===== src/rtl/cmd_reg_pkg.sv =====
// Shared address map, field offsets and decoder for the command register bank.
// Imported by cmd_reg_bank and dds_ch_regs.
package cmd_reg_pkg;

    localparam logic [7:0] A_RESTART  = 8'h00;
    localparam logic [7:0] A_CHAN_SEL = 8'h01;
    localparam logic [7:0] A_DATA_NUM = 8'h02;
    localparam logic [7:0] A_SPEED    = 8'h03;
    localparam logic [7:0] A_COMMIT   = 8'h04;
    localparam logic [7:0] A_DDS_BASE = 8'h10;

    localparam int unsigned DDS_STRIDE = 4;

    localparam logic [1:0] F_WAVE = 2'd0;
    localparam logic [1:0] F_FTW  = 2'd1;
    localparam logic [1:0] F_POW  = 2'd2;

    localparam int WAVE_W = 3;

    typedef enum logic {
        S_IDLE,
        S_HOLD
    } hold_state_e;

    typedef struct packed {
        logic       restart;
        logic       chsel;
        logic       dnum;
        logic       speed;
        logic       commit;
        logic       dds;
        logic       err;
        logic [2:0] ch;
        logic [1:0] fld;
    } dec_t;

    function automatic dec_t decode(input int unsigned addr,
                                    input int unsigned n_dds);
        int unsigned off;
        dec_t        d;
        d   = '0;
        off = addr - 32'(A_DDS_BASE);
        unique case (1'b1)
            addr == 32'(A_RESTART):  d.restart = 1'b1;
            addr == 32'(A_CHAN_SEL): d.chsel   = 1'b1;
            addr == 32'(A_DATA_NUM): d.dnum    = 1'b1;
            addr == 32'(A_SPEED):    d.speed   = 1'b1;
            addr == 32'(A_COMMIT):   d.commit  = 1'b1;
            (addr >= 32'(A_DDS_BASE)) &&
            (off / DDS_STRIDE < n_dds) &&
            (off % DDS_STRIDE != 32'd3): begin
                d.dds = 1'b1;
                d.ch  = 3'(off / DDS_STRIDE);
                d.fld = 2'(off % DDS_STRIDE);
            end
            default: d.err = 1'b1;
        endcase
        return d;
    endfunction

endpackage


===== src/rtl/dds_ch_regs.sv =====
// One DDS channel: shadow WAVE/FTW/POW registers and the active copy.
// Active values move only on commit, together with a one-cycle restart strobe.
module dds_ch_regs
    import cmd_reg_pkg::*;
#(
    parameter int DATA_W  = 32,
    parameter int PHASE_W = 16
) (
    input  logic               clk_i,
    input  logic               reset_ni,
    input  logic               wave_we_i,
    input  logic               ftw_we_i,
    input  logic               pow_we_i,
    input  logic [DATA_W-1:0]  wdata_i,
    input  logic               commit_i,
    output logic [WAVE_W-1:0]  wave_o,
    output logic [DATA_W-1:0]  ftw_o,
    output logic [PHASE_W-1:0] pow_o,
    output logic               restart_o
);

    logic [WAVE_W-1:0]  wave_sh_q, wave_q;
    logic [DATA_W-1:0]  ftw_sh_q, ftw_q;
    logic [PHASE_W-1:0] pow_sh_q, pow_q;
    logic               restart_q;

    always_ff @(posedge clk_i) begin
        if (!reset_ni) begin
            wave_sh_q <= '0;
            ftw_sh_q  <= '0;
            pow_sh_q  <= '0;
            wave_q    <= '0;
            ftw_q     <= '0;
            pow_q     <= '0;
            restart_q <= 1'b0;
        end else begin
            if (wave_we_i) wave_sh_q <= wdata_i[WAVE_W-1:0];
            if (ftw_we_i)  ftw_sh_q  <= wdata_i;
            if (pow_we_i)  pow_sh_q  <= wdata_i[PHASE_W-1:0];
            restart_q <= commit_i;
            if (commit_i) begin
                wave_q <= wave_sh_q;
                ftw_q  <= ftw_sh_q;
                pow_q  <= pow_sh_q;
            end
        end
    end

    assign wave_o    = wave_q;
    assign ftw_o     = ftw_q;
    assign pow_o     = pow_q;
    assign restart_o = restart_q;

endmodule


===== src/rtl/cmd_reg_bank.sv =====
// Command register bank: ADC registers, NUM_DDS shadowed DDS channels,
// commit hold-off, registered readback and unmapped-address error reporting.
module cmd_reg_bank
    import cmd_reg_pkg::*;
#(
    parameter int         NUM_DDS   = 2,
    parameter int         DATA_W    = 32,
    parameter int         ADDR_W    = 8,
    parameter int         PHASE_W   = 16,
    parameter int         HOLD_CYC  = 4,
    parameter logic [7:0] CHSEL_RST = 8'hFF
) (
    input  logic                        clk,
    input  logic                        reset_n,
    input  logic                        cmd_valid,
    output logic                        cmd_ready,
    input  logic [ADDR_W-1:0]           cmd_addr,
    input  logic [DATA_W-1:0]           cmd_data,
    input  logic                        rd_req,
    input  logic [ADDR_W-1:0]           rd_addr,
    output logic                        rd_valid,
    output logic [DATA_W-1:0]           rd_data,
    output logic                        rd_err,
    output logic                        cmd_err,
    output logic [7:0]                  err_cnt,
    output logic [7:0]                  chan_sel,
    output logic [DATA_W-1:0]           data_num,
    output logic [DATA_W-1:0]           adc_speed,
    output logic                        adc_restart,
    output logic [NUM_DDS-1:0]          dds_restart,
    output logic [WAVE_W*NUM_DDS-1:0]   dds_wave_sel,
    output logic [DATA_W*NUM_DDS-1:0]   dds_ftw,
    output logic [PHASE_W*NUM_DDS-1:0]  dds_pow
);

    localparam int CNT_W = (HOLD_CYC > 1) ? $clog2(HOLD_CYC) : 1;

    hold_state_e        state_q;
    logic [CNT_W-1:0]   hold_cnt_q;
    logic               cmd_ready_q;
    logic [7:0]         chan_sel_q;
    logic [DATA_W-1:0]  data_num_q, adc_speed_q;
    logic               adc_restart_q, cmd_err_q;
    logic [7:0]         err_cnt_q, err_cnt_d;
    logic               rd_valid_q, rd_err_q;
    logic [DATA_W-1:0]  rd_data_q, rd_data_d;

    logic [WAVE_W-1:0]  wave_a [NUM_DDS];
    logic [DATA_W-1:0]  ftw_a  [NUM_DDS];
    logic [PHASE_W-1:0] pow_a  [NUM_DDS];

    logic wr_acc;
    dec_t wdec, rdec;

    assign wr_acc = cmd_valid & cmd_ready_q;
    assign wdec   = decode(32'(cmd_addr), NUM_DDS);
    assign rdec   = decode(32'(rd_addr), NUM_DDS);

    assign err_cnt_d = (wr_acc && wdec.err && err_cnt_q != 8'hFF)
                     ? err_cnt_q + 8'd1 : err_cnt_q;

    // ready drops for exactly HOLD_CYC cycles after each accepted commit
    always_ff @(posedge clk) begin
        if (!reset_n) begin
            state_q     <= S_IDLE;
            hold_cnt_q  <= '0;
            cmd_ready_q <= 1'b1;
        end else begin
            unique case (state_q)
                S_IDLE: begin
                    if (wr_acc && wdec.commit) begin
                        state_q     <= S_HOLD;
                        hold_cnt_q  <= CNT_W'(HOLD_CYC - 1);
                        cmd_ready_q <= 1'b0;
                    end
                end
                S_HOLD: begin
                    if (hold_cnt_q == '0) begin
                        state_q     <= S_IDLE;
                        cmd_ready_q <= 1'b1;
                    end else begin
                        hold_cnt_q <= hold_cnt_q - CNT_W'(1);
                    end
                end
                default: state_q <= S_IDLE;
            endcase
        end
    end

    always_ff @(posedge clk) begin
        if (!reset_n) begin
            chan_sel_q    <= CHSEL_RST;
            data_num_q    <= '0;
            adc_speed_q   <= '0;
            adc_restart_q <= 1'b0;
            cmd_err_q     <= 1'b0;
            err_cnt_q     <= '0;
            rd_valid_q    <= 1'b0;
            rd_data_q     <= '0;
            rd_err_q      <= 1'b0;
        end else begin
            adc_restart_q <= wr_acc & wdec.restart;
            cmd_err_q     <= wr_acc & wdec.err;
            err_cnt_q     <= err_cnt_d;
            if (wr_acc && wdec.chsel) chan_sel_q  <= cmd_data[7:0];
            if (wr_acc && wdec.dnum)  data_num_q  <= cmd_data;
            if (wr_acc && wdec.speed) adc_speed_q <= cmd_data;
            rd_valid_q <= rd_req;
            if (rd_req) begin
                rd_data_q <= rd_data_d;
                rd_err_q  <= rdec.err;
            end
        end
    end

    // readback sees active values as they stand before this cycle's write
    always_comb begin
        rd_data_d = '0;
        unique case (1'b1)
            rdec.restart, rdec.commit: rd_data_d = '0;
            rdec.chsel: rd_data_d = DATA_W'(chan_sel_q);
            rdec.dnum:  rd_data_d = data_num_q;
            rdec.speed: rd_data_d = adc_speed_q;
            rdec.dds: begin
                for (int k = 0; k < NUM_DDS; k++) begin
                    if (rdec.ch == 3'(k)) begin
                        unique case (rdec.fld)
                            F_WAVE:  rd_data_d = DATA_W'(wave_a[k]);
                            F_FTW:   rd_data_d = ftw_a[k];
                            F_POW:   rd_data_d = DATA_W'(pow_a[k]);
                            default: rd_data_d = '0;
                        endcase
                    end
                end
            end
            default: rd_data_d = '0;
        endcase
    end

    for (genvar k = 0; k < NUM_DDS; k++) begin : g_ch
        logic sel;
        assign sel = wr_acc && wdec.dds && (wdec.ch == 3'(k));

        dds_ch_regs #(
            .DATA_W  (DATA_W),
            .PHASE_W (PHASE_W)
        ) u_ch (
            .clk_i     (clk),
            .reset_ni  (reset_n),
            .wave_we_i (sel && wdec.fld == F_WAVE),
            .ftw_we_i  (sel && wdec.fld == F_FTW),
            .pow_we_i  (sel && wdec.fld == F_POW),
            .wdata_i   (cmd_data),
            .commit_i  (wr_acc && wdec.commit && cmd_data[k]),
            .wave_o    (wave_a[k]),
            .ftw_o     (ftw_a[k]),
            .pow_o     (pow_a[k]),
            .restart_o (dds_restart[k])
        );

        assign dds_wave_sel[k*WAVE_W +: WAVE_W] = wave_a[k];
        assign dds_ftw[k*DATA_W +: DATA_W]      = ftw_a[k];
        assign dds_pow[k*PHASE_W +: PHASE_W]    = pow_a[k];
    end

    assign cmd_ready   = cmd_ready_q;
    assign chan_sel    = chan_sel_q;
    assign data_num    = data_num_q;
    assign adc_speed   = adc_speed_q;
    assign adc_restart = adc_restart_q;
    assign cmd_err     = cmd_err_q;
    assign err_cnt     = err_cnt_q;
    assign rd_valid    = rd_valid_q;
    assign rd_data     = rd_data_q;
    assign rd_err      = rd_err_q;

endmodule

===== config.mk =====
export PLATFORM = sky130hd
export DESIGN_NAME = cmd_reg_bank
export DESIGN_NICKNAME = d
export VERILOG_FILES = /design/src/rtl/cmd_reg_pkg.sv /design/src/rtl/dds_ch_regs.sv /design/src/rtl/cmd_reg_bank.sv
export SDC_FILE = /design/constraint.sdc
export NUM_CORES = 1
export LEC_CHECK = 0
export CAP_MARGIN = 20
export CORE_MARGIN = 10
export CORE_UTILIZATION = 51
export DETAILED_ROUTE_END_ITERATION = 10
export GPL_TIMING_DRIVEN = 0
export PLACE_DENSITY = 0.86
export SYNTH_ARGS = -nofsm -noshare
export SYNTH_HDL_FRONTEND = slang
export SYNTH_SLANG_ARGS = --single-unit

===== constraint.sdc =====
create_clock -name clk -period 2.9 [get_ports clk]
set_clock_uncertainty 0.05 [all_clocks]
set_input_delay 0.435 -clock clk [delete_from_list [all_inputs] [get_ports clk]]
set_output_delay 0.435 -clock clk [all_outputs]
set_load 0.02 [all_outputs]

==> run_results.csv <==
group,metric,value,unit
clock_tree,cts_buffers,35,
global_route,grt_max_degree,14,
run,cap_violations,0,
worst_setup_path,worstPathArrival,3190,ps
route,drt_iter0_drc,1589,
cells_and_area,multi_input_area,5900,um^2
yosys,yosysWarnings,0,
global_route,antenna_found_initial,2,
global_route,grt.total_usage,28.3,%
route,postRouteAntennaNets,0,
clock_tree,root_buffer,"clkbuf_16",
place,gp_congestion,0.928,
floorplan,initial_utilization,51.9,%
clock_tree,cts.sinks,326,
timing,tightest_slew,1060,ps
clock_tree,htree_levels,2,
worst_setup_path,worstPathRequired,3310,ps
worst_setup_path,cp_slowest_cell,"clkdlybuf4s50_1",
timing,min_period,2790,ps
worst_setup_path,crit_path_end_kind,"flop",
worst_setup_path,cp_max_fo,10,
place,place_hpwl,35500,um
hold_path,min_from,"cmd_data[2]",
yosys,syn_inst,1535,
cells_and_area,stdcell_area,17300,um^2
hold_path,hold_end,"g_ch[0].u_ch.ftw_sh_q[2]",
yosys,ys_ff_latch,326,
floorplan,core,25200,um^2
place,io_buffers,268,
worst_setup_path,critPathKind,"in -> reg",
timing,relSlewSlack,28.9,%
floorplan,io_pins,273,
timing,fin_ws,115,ps
clock_tree,cts_hold_buf,0,
yosys,synth-edff-count,0,
route,wl,48700,um
hold_path,min_path_type,"in -> reg",
clock_tree,cts_tree,"built",
global_route,grt_pass1_wl,73600,um
cells_and_area,fill_cells,1930,
timing,max_freq,359,MHz
worst_setup_path,r2r_end,"adc_speed[28]",
yosys,dominantRegCellSynth,"dfxtp_1",
cells_and_area,final_nets,1895,
route,drc_errors,0,
floorplan,die_area,32400,um^2
yosys,synth.avg_cell_area,8.52,um^2
worst_setup_path,crit-reg2reg-launch,"cmd_ready",
yosys,synth_fp_nets,1589,
timing,whs,247,ps
route,vias_per_cell,5.92,
clock_tree,cts_resized,2,
cells_and_area,layoutNonFillerInstCount,2196,
cells_and_area,drive_above_1_share,7.78,%
clock_tree,cts_setup_buffers,0,
timing,period_share,96.0,%
place,dp.cells,2134,
worst_setup_path,cpPeakStageDelay,570,ps
timing,rsz0062_at_grt,"no",
timing,finalSetupViolCount,0,
cells_and_area,seqCellArea,6530,um^2
place,postPlaceCellArea,16200,um^2
timing,tns,0,ps
hold_path,holdPathStages,3,
clock_tree,path_clk_slew,60,ps
route,vias,12990,
clock_tree,clock_path_buffers,3,
worst_setup_path,reg2reg_slack,560,ps
yosys,synthArstFlopShare,0,%
yosys,synth_area,13100,um^2
worst_setup_path,startpoint_type,"input pin",
cells_and_area,syn_to_final_growth,32.4,%
global_route,grt-ovfl-total,0,
clock_tree,clock_latency,520,ps
power,powerDensity,541,nW/um^2
place,post-place-ws,-626,ps
global_route,grt_pass1_vias,12612,
floorplan,num_rows,58,
yosys,yosysUniqueCellTypes,49,
route,drt-pass1-iter-count,5,
floorplan,die_h,180,um
power,p_leak,0.00618,uW
yosys,ys_seq_area_share,49.9,%
timing,slew_violations,0,
worst_setup_path,reg2reg_depth,6,
power,vdd_drop_max,0.444,mV
worst_setup_path,cp_cell_sequence,"clkdlybuf4s50_1 > buf_2 > clkbuf_1 > nand3_1 > clkbuf_2 > o22ai_1 > a22o_1",
timing,hold_violations,0,
run_status,outcome,"completed",
route,routedWlPerCell,22.2,um
floorplan,fp.dieW,180,um
-- area by class of cell --
class	instances	share of cell area, %
Timing Repair Buffer	269	15.7
Clock inverter	3	0.116
Clock buffer	57	6.25
Buffer	123	3.67
Inverter	6	0.130
Antenna cell	2	0.0289
Sequential cell	326	37.7
Tap cell	330	2.39
Multi-Input combinational cell	1080	34.1
-- critical path: cells and delay by family --
| kind | cells | cell delay [ps] |
|---|---|---|
| AOI/OAI and AO/OA | 2 | 510 |
| buffers and inverters | 4 | 1760 |
| and+or+nand+nor | 1 | 480 |
-- synthesized netlist by cell type, types with 8 or more instances --
| cell | n | share of area (%) |
|---|---|---|
| nand2_1 | 433 | 12 |
| buf_6 | 16 | 1.4 |
| buf_2 | 14 | 0.54 |
| mux2_2 | 10 | 0.86 |
| mux2i_1 | 106 | 8.1 |
| o22ai_1 | 23 | 1.1 |
| a21oi_2 | 28 | 1.9 |
| a221o_1 | 8 | 0.61 |
| nand3_1 | 24 | 0.92 |
| a211oi_1 | 9 | 0.52 |
| nor2_1 | 88 | 2.5 |
| clkbuf_1 | 80 | 2.3 |
| nand2_2 | 11 | 0.53 |
| dfxtp_1 | 326 | 50 |
| o21ai_0 | 32 | 1.2 |
| a22o_1 | 18 | 1.2 |
| a22oi_1 | 19 | 1.1 |
| a21oi_1 | 200 | 7.7 |
-- worst max path at each step --
stage | startpoint | endpoint | cells after the start
2_1_floorplan | cmd_addr[3] | g_ch[0].u_ch.pow_sh_q[10] | 7
3_3_place_gp | rd_addr[7] | rd_data[27] | 6
3_5_place_dp | rd_addr[1] | rd_data[28] | 7
4_1_cts | rd_addr[1] | rd_data[27] | 7
5_1_grt | rd_addr[1] | rd_data[28] | 7
6_report | rd_addr[1] | rd_data[27] | 7
-- layer usage --
| layer | global-route usage, % | routed length (um) | vias up |
|---|---|---|---|
| met2 | 45.7 | 22500 | 763 |
| li1 | - | - | 5812 |
| met1 | 34.1 | 18400 | 6251 |
| met5 | 0 | 0 | - |
| met4 | 13.6 | 2480 | 0 |
| met3 | 7.97 | 5310 | 164 |
-- state kept, by name, indices dropped and copies added (netlist names), 2 cells and up --
| signal | cells |
|---|---|
| err_cnt | 8 |
| chan_sel | 8 |
| g_ch.u_ch.pow_o | 32 |
| data_num | 32 |
| g_ch.u_ch.pow_sh_q | 32 |
| rd_data | 32 |
| g_ch.u_ch.ftw_sh_q | 64 |
| g_ch.u_ch.ftw_o | 64 |
| g_ch.u_ch.wave_sh_q | 6 |
| adc_speed | 32 |
| g_ch.u_ch.wave_o | 6 |
| g_ch.u_ch.restart_o | 2 |
| hold_cnt_q | 2 |
-- report_power, final --
part           total [uW]  internal, uW  switching, uW
registers            4510          4500           12.9
clock network        4350          2540           1810
logic                 514           171            344
-- metrics by stage --
step                      total power (uW)  utilization (%)
after floorplan                       4840                -
after global placement                5090             64.2
after detailed placement              5100             64.3
after CTS                             9360             68.7
after global routing                  9560             68.7
final                                 9370             68.7
-- layout by cell type, fill, tap and decap left out, drive strengths merged, types with 2 or more instances in the layout --
master / count
a211oi: 9
dfxtp: 326
nor2: 88
o21ai: 32
nand3: 24
xnor2: 5
inv: 6
a221oi: 6
buf: 44
a21oi: 228
o22ai: 23
a21boi: 6
clkbuf: 137
a22oi: 19
nand2: 444
mux2i: 106
a22o: 18
clkinvlp: 2
nor2b: 7
ha: 2
nor3b: 2
nor4: 4
o22a: 6
a221o: 8
diode: 2
mux2: 10
clkdlybuf4s50: 268
nor3: 8
and2: 7
a31oi: 6
-- kinds of logic after synthesis --
group | after synthesis | synth area share, %
AOI/OAI and AO/OA | 363 | 16.9
buffers and inverters | 129 | 5.02
muxes | 116 | 8.98
xor gates and xnor gates | 6 | 0.402
and+or+nand+nor | 593 | 18.6
DFF | 326 | 49.9
adders and majority gates | 2 | 0.191
No activity file was read; power rests on OpenSTA's default activity.
